<file path="src/rtl/refclk_div_pkg.sv">
// Shared types and helpers for the reference-clock divider/gate generator.
package refclk_div_pkg;

    typedef enum logic [1:0] {
        MODE_TOGGLE = 2'b00,
        MODE_PULSE  = 2'b01,
        MODE_OFF    = 2'b10
    } mode_e;

    function automatic int ch_w(input int n);
        return (n <= 1) ? 1 : $clog2(n);
    endfunction

    // 2'b11 is folded onto OFF so only legal encodings are ever stored
    function automatic mode_e decode_mode(input logic [1:0] m);
        return m[1] ? MODE_OFF : mode_e'(m);
    endfunction

endpackage

</file>
<file path="src/rtl/refclk_div_chan.sv">
// One divider channel: period counter, shadow config with boundary apply,
// and registered strobe / div2 / mode-selected outputs.
module refclk_div_chan
    import refclk_div_pkg::*;
#(
    parameter int DIV_W   = 8,
    parameter int DIV_RST = 1
) (
    input  logic             clk,
    input  logic             reset_n,
    input  logic             ceb,
    input  logic             wr,
    input  logic [DIV_W-1:0] wr_div,
    input  logic [1:0]       wr_mode,
    output logic             cfg_pend,
    output logic             strobe,
    output logic             div2,
    output logic             out_o
);

    logic [DIV_W-1:0] cnt_q, cnt_d, div_q, div_d, sh_div_q, sh_div_d;
    mode_e            mode_q, mode_d, sh_mode_q, sh_mode_d;
    logic             pend_d, strobe_d, div2_d, out_d;
    logic             running, term, apply;

    always_comb begin
        running   = !ceb && (mode_q != MODE_OFF);
        term      = running && (cnt_q == div_q);
        apply     = cfg_pend && (term || !running);
        cnt_d     = cnt_q;
        div2_d    = div2;
        strobe_d  = 1'b0;
        div_d     = div_q;
        mode_d    = mode_q;
        sh_div_d  = sh_div_q;
        sh_mode_d = sh_mode_q;
        pend_d    = cfg_pend;
        out_d     = 1'b0;

        if (mode_q == MODE_OFF) begin
            cnt_d  = '0;
            div2_d = 1'b0;
        end else if (!ceb) begin
            if (term) begin
                cnt_d    = '0;
                strobe_d = 1'b1;
                div2_d   = ~div2;
            end else begin
                cnt_d = cnt_q + DIV_W'(1);
            end
        end

        // The count also restarts on an idle-channel apply so a held count can
        // never sit above a smaller new divide value.
        if (apply) begin
            div_d  = sh_div_q;
            mode_d = sh_mode_q;
            cnt_d  = '0;
            pend_d = 1'b0;
        end

        // A write landing on an apply edge becomes the next shadow.
        if (wr) begin
            sh_div_d  = wr_div;
            sh_mode_d = decode_mode(wr_mode);
            pend_d    = 1'b1;
        end

        case (mode_d)
            MODE_TOGGLE: out_d = div2_d;
            MODE_PULSE:  out_d = strobe_d;
            default:     out_d = 1'b0;
        endcase
    end

    always_ff @(posedge clk or negedge reset_n) begin
        if (!reset_n) begin
            cnt_q     <= '0;
            div_q     <= DIV_W'(DIV_RST);
            mode_q    <= MODE_OFF;
            sh_div_q  <= '0;
            sh_mode_q <= MODE_OFF;
            cfg_pend  <= 1'b0;
            strobe    <= 1'b0;
            div2      <= 1'b0;
            out_o     <= 1'b0;
        end else begin
            cnt_q     <= cnt_d;
            div_q     <= div_d;
            mode_q    <= mode_d;
            sh_div_q  <= sh_div_d;
            sh_mode_q <= sh_mode_d;
            cfg_pend  <= pend_d;
            strobe    <= strobe_d;
            div2      <= div2_d;
            out_o     <= out_d;
        end
    end

endmodule

</file>
<file path="src/rtl/refclk_div_gen.sv">
// Multi-channel reference-clock divider: decodes config writes onto an
// array of independent divider channels.
module refclk_div_gen
    import refclk_div_pkg::*;
#(
    parameter  int NUM_CH  = 4,
    parameter  int DIV_W   = 8,
    parameter  int DIV_RST = 1,
    localparam int CH_W    = ch_w(NUM_CH)
) (
    input  logic              clk,
    input  logic              reset_n,
    input  logic [NUM_CH-1:0] ceb,
    input  logic              cfg_wr,
    input  logic [CH_W-1:0]   cfg_ch,
    input  logic [DIV_W-1:0]  cfg_div,
    input  logic [1:0]        cfg_mode,
    output logic [NUM_CH-1:0] cfg_pend,
    output logic [NUM_CH-1:0] strobe,
    output logic [NUM_CH-1:0] div2,
    output logic [NUM_CH-1:0] out_o
);

    logic              cfg_ok;
    logic [NUM_CH-1:0] ch_wr;

    // Explicit range check: with a non-power-of-two NUM_CH some indices exist
    assign cfg_ok = cfg_wr && (32'(cfg_ch) < 32'(NUM_CH));

    for (genvar i = 0; i < NUM_CH; i++) begin : g_ch
        assign ch_wr[i] = cfg_ok && (cfg_ch == CH_W'(i));

        refclk_div_chan #(
            .DIV_W   (DIV_W),
            .DIV_RST (DIV_RST)
        ) u_chan (
            .clk      (clk),
            .reset_n  (reset_n),
            .ceb      (ceb[i]),
            .wr       (ch_wr[i]),
            .wr_div   (cfg_div),
            .wr_mode  (cfg_mode),
            .cfg_pend (cfg_pend[i]),
            .strobe   (strobe[i]),
            .div2     (div2[i]),
            .out_o    (out_o[i])
        );
    end

endmodule

</file>
<file path="config.mk">
export PLATFORM = sky130hd
export DESIGN_NAME = refclk_div_gen
export DESIGN_NICKNAME = d
export VERILOG_FILES = /design/src/rtl/refclk_div_pkg.sv /design/src/rtl/refclk_div_chan.sv /design/src/rtl/refclk_div_gen.sv
export SDC_FILE = /design/constraint.sdc
export NUM_CORES = 1
export LEC_CHECK = 0
export BUFFER_PORTS_ARGS = -buffer_cell sky130_fd_sc_hd__buf_2
export CAP_MARGIN = 15
export CORE_UTILIZATION = 58
export DETAILED_ROUTE_END_ITERATION = 10
export PLACE_DENSITY = 0.77
export SLEW_MARGIN = 30
export SYNTH_ARGS = -nofsm -noshare
export SYNTH_HDL_FRONTEND = slang
export SYNTH_HIERARCHICAL = 1
export SYNTH_SLANG_ARGS = --single-unit
</file>
<file path="constraint.sdc">
create_clock -name clk -period 2.5 [get_ports clk]
set_input_delay 0.5 -clock clk [delete_from_list [all_inputs] [get_ports clk]]
set_output_delay 0.5 -clock clk [all_outputs]
set_load 0.05 [all_outputs]
</file>
# Word level (Yosys, flattened, before mapping)
# Cells that the tools add are included.
# op_classes
add_sub_neg,4
n_eq_ne,23
n_mux,57
bitwise_logic,4
reduce_logical,37
# ops
cell,count
8-bit 2-to-1 mux,16
8-bit by 1-bit adder with 8-bit output (second input constant),4
8-bit equality test,4
1-bit 2-to-1 mux,32
1-bit logical AND,16
2-bit equality test (second input constant),6
3-bit by 1-bit != test with 1-bit output (second input constant),4
2-bit by 1-bit equality test with 1-bit output (second input constant),5
2-bit logical NOT,5
2-bit 2-to-1 mux,5
1-bit logical NOT,8
2-bit != test (second input constant),4
1-bit one-hot mux with 2 select lines,4
2-bit nonzero test,4
1-bit logical OR,4
1-bit NOT,4
# totals
register_bits,128
in_bits,19
output_inout_bits,16
wordCells,161

# Logic depth before layout (Yosys ltp)
# depth
ltp_word,8
mapped_depth,7
mapped_depth_nobuf,6

# By module
# Netlist, hierarchy kept.
# by_module_without_submodules
module,instances,cells_each,area_each_um2,seq_area_each_um2
refclk_div_chan,4,113,1431.4,804.5
refclk_div_gen,1,4,37.5,0.0

# Least setup slack after synthesis
# No wires, ideal clock.
# synth_path
path_type,register -> register
startpoint,register g_ch[0].u_chan.cnt_q[3]
endpoint,register g_ch[0].u_chan.out_o
setup_ns,0.077
t_arrival_ns,1.828
required_ns,2.423
path_slack_ns,0.595
stages_incl_launch_ff,8
n_path_buf,1
period_less_slack_ns,1.905
path_cell_list,dfrtp_1 -> xor2_1 -> nor4_2 -> a211o_1 -> buf_6 -> a21boi_2 -> or4_1 -> a21oi_1
# synth_via
elab_chain_cells,7
word_cells_on_any_way,14
classes_between,2 x eq/ne; 8 x mux; 4 x reduce/logical
# synth_rtl
element,line_no,source
from (decl),refclk_div_chan.sv:21,"logic [DIV_W-1:0] cnt_q, cnt_d, div_q, div_d, sh_div_q, sh_div_d;"
from (signal assigned),refclk_div_chan.sv:88,cnt_q <= cnt_d;
8-bit equality test *,refclk_div_chan.sv:28,term = running && (cnt_q == div_q);
1-bit logical AND *,refclk_div_chan.sv:28,
1-bit logical OR,refclk_div_chan.sv:29,apply = cfg_pend && (term || !running);
1-bit logical AND,refclk_div_chan.sv:29,
2-bit 2-to-1 mux,refclk_div_chan.sv:55,if (apply) begin
2-bit by 1-bit equality test with 1-bit output / 2-bit logical NOT (equally long branches),refclk_div_chan.sv:69,case (mode_d)
1-bit one-hot mux with 2 select lines *,refclk_div_chan.sv:69,
net g_ch[0].u_chan.out_d,refclk_div_chan.sv:23,"logic pend_d, strobe_d, div2_d, out_d;"
to (signal assigned),refclk_div_chan.sv:96,out_o <= out_d;
to (decl),refclk_div_chan.sv:18,output logic out_o
# Mark *: on every way through the listed nets, which the timed path passes. The rest lies on a longest branch.
# A chain may end at the register's enable or synchronous reset.

# Worst setup path after layout
# layout_path
startpoint,register g_ch[1].u_chan.cnt_q[3]
endpoint,register g_ch[1].u_chan.out_o
# layout_via
elab_chain_cells,7
word_cells_on_any_way,14
classes_between,2 x eq/ne; 8 x mux; 4 x reduce/logical
# layout_rtl
element,line_no
from (decl),refclk_div_chan.sv:21
from (signal assigned),refclk_div_chan.sv:88
8-bit equality test *,refclk_div_chan.sv:28
1-bit logical AND *,refclk_div_chan.sv:28
1-bit logical OR,refclk_div_chan.sv:29
1-bit logical AND,refclk_div_chan.sv:29
2-bit 2-to-1 mux,refclk_div_chan.sv:55
2-bit by 1-bit equality test with 1-bit output / 2-bit logical NOT (equally long branches),refclk_div_chan.sv:69
1-bit one-hot mux with 2 select lines *,refclk_div_chan.sv:69
net g_ch[1].u_chan.out_d,refclk_div_chan.sv:23
to (signal assigned),refclk_div_chan.sv:96
to (decl),refclk_div_chan.sv:18
# Marked as above.

==> run summary <==
===============================================================================================
Status                                                                             finished clean
Number of vias in the routed layout                                                       3,789
Synth Warn #                                                                                  6
Fraction of post-synthesis cell area in the top cell type by area                         50.4%
Number of primary I/O pins                                                                   35
Combinational cell fraction of total power                                                23.6%
Avg Vias per Cell                                                                          5.82
Pin slew with the least headroom to its limit                                          0.797 ns
Clock share of power                                                                      34.3%
Iteration-0 DRC Markers                                                                     143
Die extent in x                                                                          102 µm
Total global routing overflow                                                                 0
Max-capacitance violation count                                                               0
Post-detailed-routing wire length                                                     11,500 µm
Origin of the critical flop-to-flop path                                           g_ch[1].u_chan/cnt_q[3]
Leakage power figure                                                                    3.05 nW
Tightest Hold Check Type                                                           input port to flop
Area growth from synthesis to layout                                                      16.5%
Clock network latency to the later pin of the worst-skew pair                           0.51 ns
Clock tree from TritonCTS                                                                  done
Number of search-and-repair iterations in the first detailed-routing pass                     4
Initial Utilization                                                                       59.5%
Post-Synthesis Net Count                                                                    479
Most area-consuming cells after synthesis                                          dfrtp_1 (50%), mux2_2 (14%), dfstp_2 (5.5%)
TNS Setup                                                                                  0 ns
Number of DRC violations after detailed routing                                               0
Min Clock Period, post-route                                                            2.25 ns
Number of standard cells in the final layout excluding fillers                              651
Min-delay src                                                                        cfg_div[1]
First-pass GRT wire length                                                            19,300 µm
Die ar.                                                                              10,300 µm²
Pwr/cell area                                                                       1100 nW/µm²
Reg2Reg Setup Slack                                                                     0.25 ns
Number of synthesized register bits                                                         128
Avg WL per Cell                                                                         17.6 µm
Global routing usage summed across all routing layers                                     25.2%
Clock input transition at the sequential cells of the worst setup and hold paths        0.06 ns
Worst clock skew on the final layout                                                 0.00557 ns
IO Port Bufs                                                                                 34
Max rail drop VDD                                                                      0.733 mV
Level count of the clock H-tree                                                               4
Worst Path Max Fanout                                                                        11
Data arrival, critical path                                                             2.68 ns
Worst rel slew slack                                                                      46.4%
Count of final hold-check violations                                                          0
Smallest hold slack                                                                    0.296 ns
Final Cycle Share                                                                         90.0%
Total clock buffers created by CTS                                                           17
Seq/Total Area, Yosys                                                                     55.8%
Largest net degree at the start of global routing                                            57
Internal power consumption                                                            0.00518 W
Count of placed standard cells including taps                                               618
Number of distinct standard cells referenced by the synthesized netlist                      34
Element type at the critical path start                                                    flop
Clock Root Buffer                                                                      clkbuf_8
Routing usage on met3                                                                     5.87%
ANT nets after route                                                                          0
Detail Placement HPWL                                                                   7610 µm
Vias in the first global route                                                            3,917
Routability congestion estimate                                                           0.867
Number of cells produced by synthesis                                                       456
Worst setup path category                                                          flop to flop
Busiest layer in global routing                                                            met2
Total design power                                                                    0.00737 W
Final antenna diode count                                                                     0
FF-to-FF path depth                                                                           6
Endpoint of the worst hold path                                                    g_ch[0].u_chan/sh_div_q[1]
Number of sinks on the clock net                                                            128
Proportion of total power due to net switching                                            29.8%
Crit. End Element                                                                          flop
Highest achievable clock rate                                                           445 MHz
Net switching power                                                                   0.00220 W
Post-synthesis cell type with the largest combined area                                 dfrtp_1
Syn Std Cell Area                                                                      5760 µm²
Number of cells traversed by the worst hold path                                              2
Row cnt                                                                                      36
Floorplan Core Area                                                                    9680 µm²
Endpoint of the lowest-slack register-to-register path                             g_ch[1].u_chan/out_o
Setup repair after global routing missed its margin                                          no
Fill count                                                                                  668
GR met2 Demand/Resource                                                                   41.1%
Total of endpoints with negative setup slack in the final report                              0
Maximum number of buffers from clock root to sink                                             2
Post-Synthesis Mean Instance Area                                                      12.6 µm²
Minimum setup slack in the final design                                                0.251 ns
Required time reported for the critical path endpoint                                   2.93 ns
Post-Place Worst Slack                                                                 0.290 ns
Share of final-layout standard cells stronger than drive strength 1                       36.9%
M1 GR Usage                                                                               32.0%
Die Y-Extent                                                                             102 µm
Max Slew Vio Count                                                                            0
Layout net count                                                                            528
Number of gates resized after CTS                                                             0
Antenna violations before repair                                                              0
Flop pwr share                                                                            42.1%
===============================================================================================
[how the worst max path moves through the flow]
stage,start,to,slack [ns],cells after the start
6_report,g_ch[1].u_chan/cnt_q[3],g_ch[1].u_chan/out_o,0.25,6
5_1_grt,g_ch[0].u_chan/cnt_q[3],g_ch[0].u_chan/out_o,0.11,6
4_1_cts,g_ch[1].u_chan/cnt_q[3],g_ch[1].u_chan/out_o,0.28,6
3_5_place_dp,g_ch[1].u_chan/cnt_q[3],g_ch[1].u_chan/out_o,0.29,6
3_3_place_gp,g_ch[1].u_chan/cnt_q[3],g_ch[1].u_chan/out_o,0.39,6
2_1_floorplan,g_ch[0].u_chan/cnt_q[3],g_ch[0].u_chan/out_o,0.60,7
[registers in the layout, indices dropped and copies added, names as in the netlist]
| signal | flops |
|---|---|
| g_ch.u_chan/cfg_pend | 4 |
| g_ch.u_chan/cnt_q | 32 |
| g_ch.u_chan/div2 | 4 |
| g_ch.u_chan/div_q | 32 |
| g_ch.u_chan/mode_q | 8 |
| g_ch.u_chan/out_o | 4 |
| g_ch.u_chan/sh_div_q | 32 |
| g_ch.u_chan/sh_mode_q | 8 |
| g_ch.u_chan/strobe | 4 |
[routing by layer]
metal,vias up,share of wire (%)
met4,0,1.6
met3,14,3.5
met2,87,50
met1,1951,44
met5,-,0
li1,1737,-
[kinds of logic (layout without fill, tap and decap cells)]
family	after synthesis	count (layout)	synth area share [%]
simple gates	120	120	12.8
buf+inv	12	74	1.30
xor+xnor	40	40	6.08
compound gates	80	80	9.03
flops	128	128	55.8
fa+ha+maj	4	4	0.868
mux	72	72	14.1
[per-stage QoR]
stage	area [µm²]	util [%]
after floorplan	5760	-
after global placement	6090	62.9
after detailed placement	6090	62.9
after CTS	6710	69.3
after global routing	6710	69.3
final	6710	69.3
[power by group through the flow]
stage	registers, W	clock network, W	logic, W
after floorplan	0.00307	0	0.00135
after global placement	0.00310	0	0.00163
after detailed placement	0.00313	0	0.00171
after CTS	0.00311	0.00258	0.00174
after global routing	0.00318	0.00267	0.00192
final	0.00311	0.00253	0.00174
[layout by cell type, fill, tap and decap left out, drive strengths merged, types with 8 or more instances in the layout]
master and n:
dfrtp 116, nor4 8, and3 13, mux2 72
dfstp 12, nand3 16, xor2 36, nand2 40
a21boi 8, a21o 8, o31ai 8, clkbuf 23
nor2 12, buf 37, o21ai 40
[worst max-delay path, cell delays in order, from the launching register on]
cell	delay [ns]
dfrtp_1	0.44
xor2_1	0.18
nor4_2	0.41
a211o_1	0.42
a21boi_2	0.11
or4_1	0.47
a21oi_1	0.15
[synth_stat cells]
| cell | instances |
|---|---|
| o41ai_1 | 4 |
| or3b_2 | 4 |
| a211o_1 | 4 |
| nand3_1 | 16 |
| dfstp_2 | 12 |
| and3b_1 | 2 |
| inv_1 | 4 |
| and3_4 | 4 |
| and2_0 | 4 |
| or4_1 | 4 |
| or2_2 | 4 |
| a21oi_1 | 4 |
| nor3b_1 | 4 |
| xnor2_1 | 4 |
| nor4_2 | 8 |
| nand2_1 | 36 |
| mux2_2 | 72 |
| dfrtp_1 | 116 |
| nand3b_1 | 4 |
| o21ai_0 | 40 |
| nor2_1 | 12 |
| buf_1 | 4 |
| ha_1 | 4 |
| and2b_2 | 4 |
| a21boi_2 | 4 |
| a21o_1 | 8 |
| buf_6 | 4 |
| a21boi_0 | 4 |
| nor3b_2 | 1 |
| and3_2 | 9 |
| xor2_1 | 36 |
| nand2_2 | 4 |
| a22o_1 | 4 |
| o31ai_1 | 8 |
[layout make-up]
| cell class | count | area [µm²] | area share (%) |
|---|---|---|---|
| clock inverter | 9 | 156 | 2.33 |
| multi-input combinational | 316 | 2470 | 36.8 |
| timing repair buffer | 38 | 230 | 3.43 |
| sequential | 128 | 3220 | 47.9 |
| inverter | 4 | 15.0 | 0.224 |
| tap | 133 | 166 | 2.48 |
| clock buffer | 23 | 457 | 6.80 |
[what timing repair did]
item | CTS | global route
setup buffers | 0 | 0
endpoints found under the hold margin | 28 | 0
hold buffers | 1 | 0
Power figures use the tool's default switching activity.
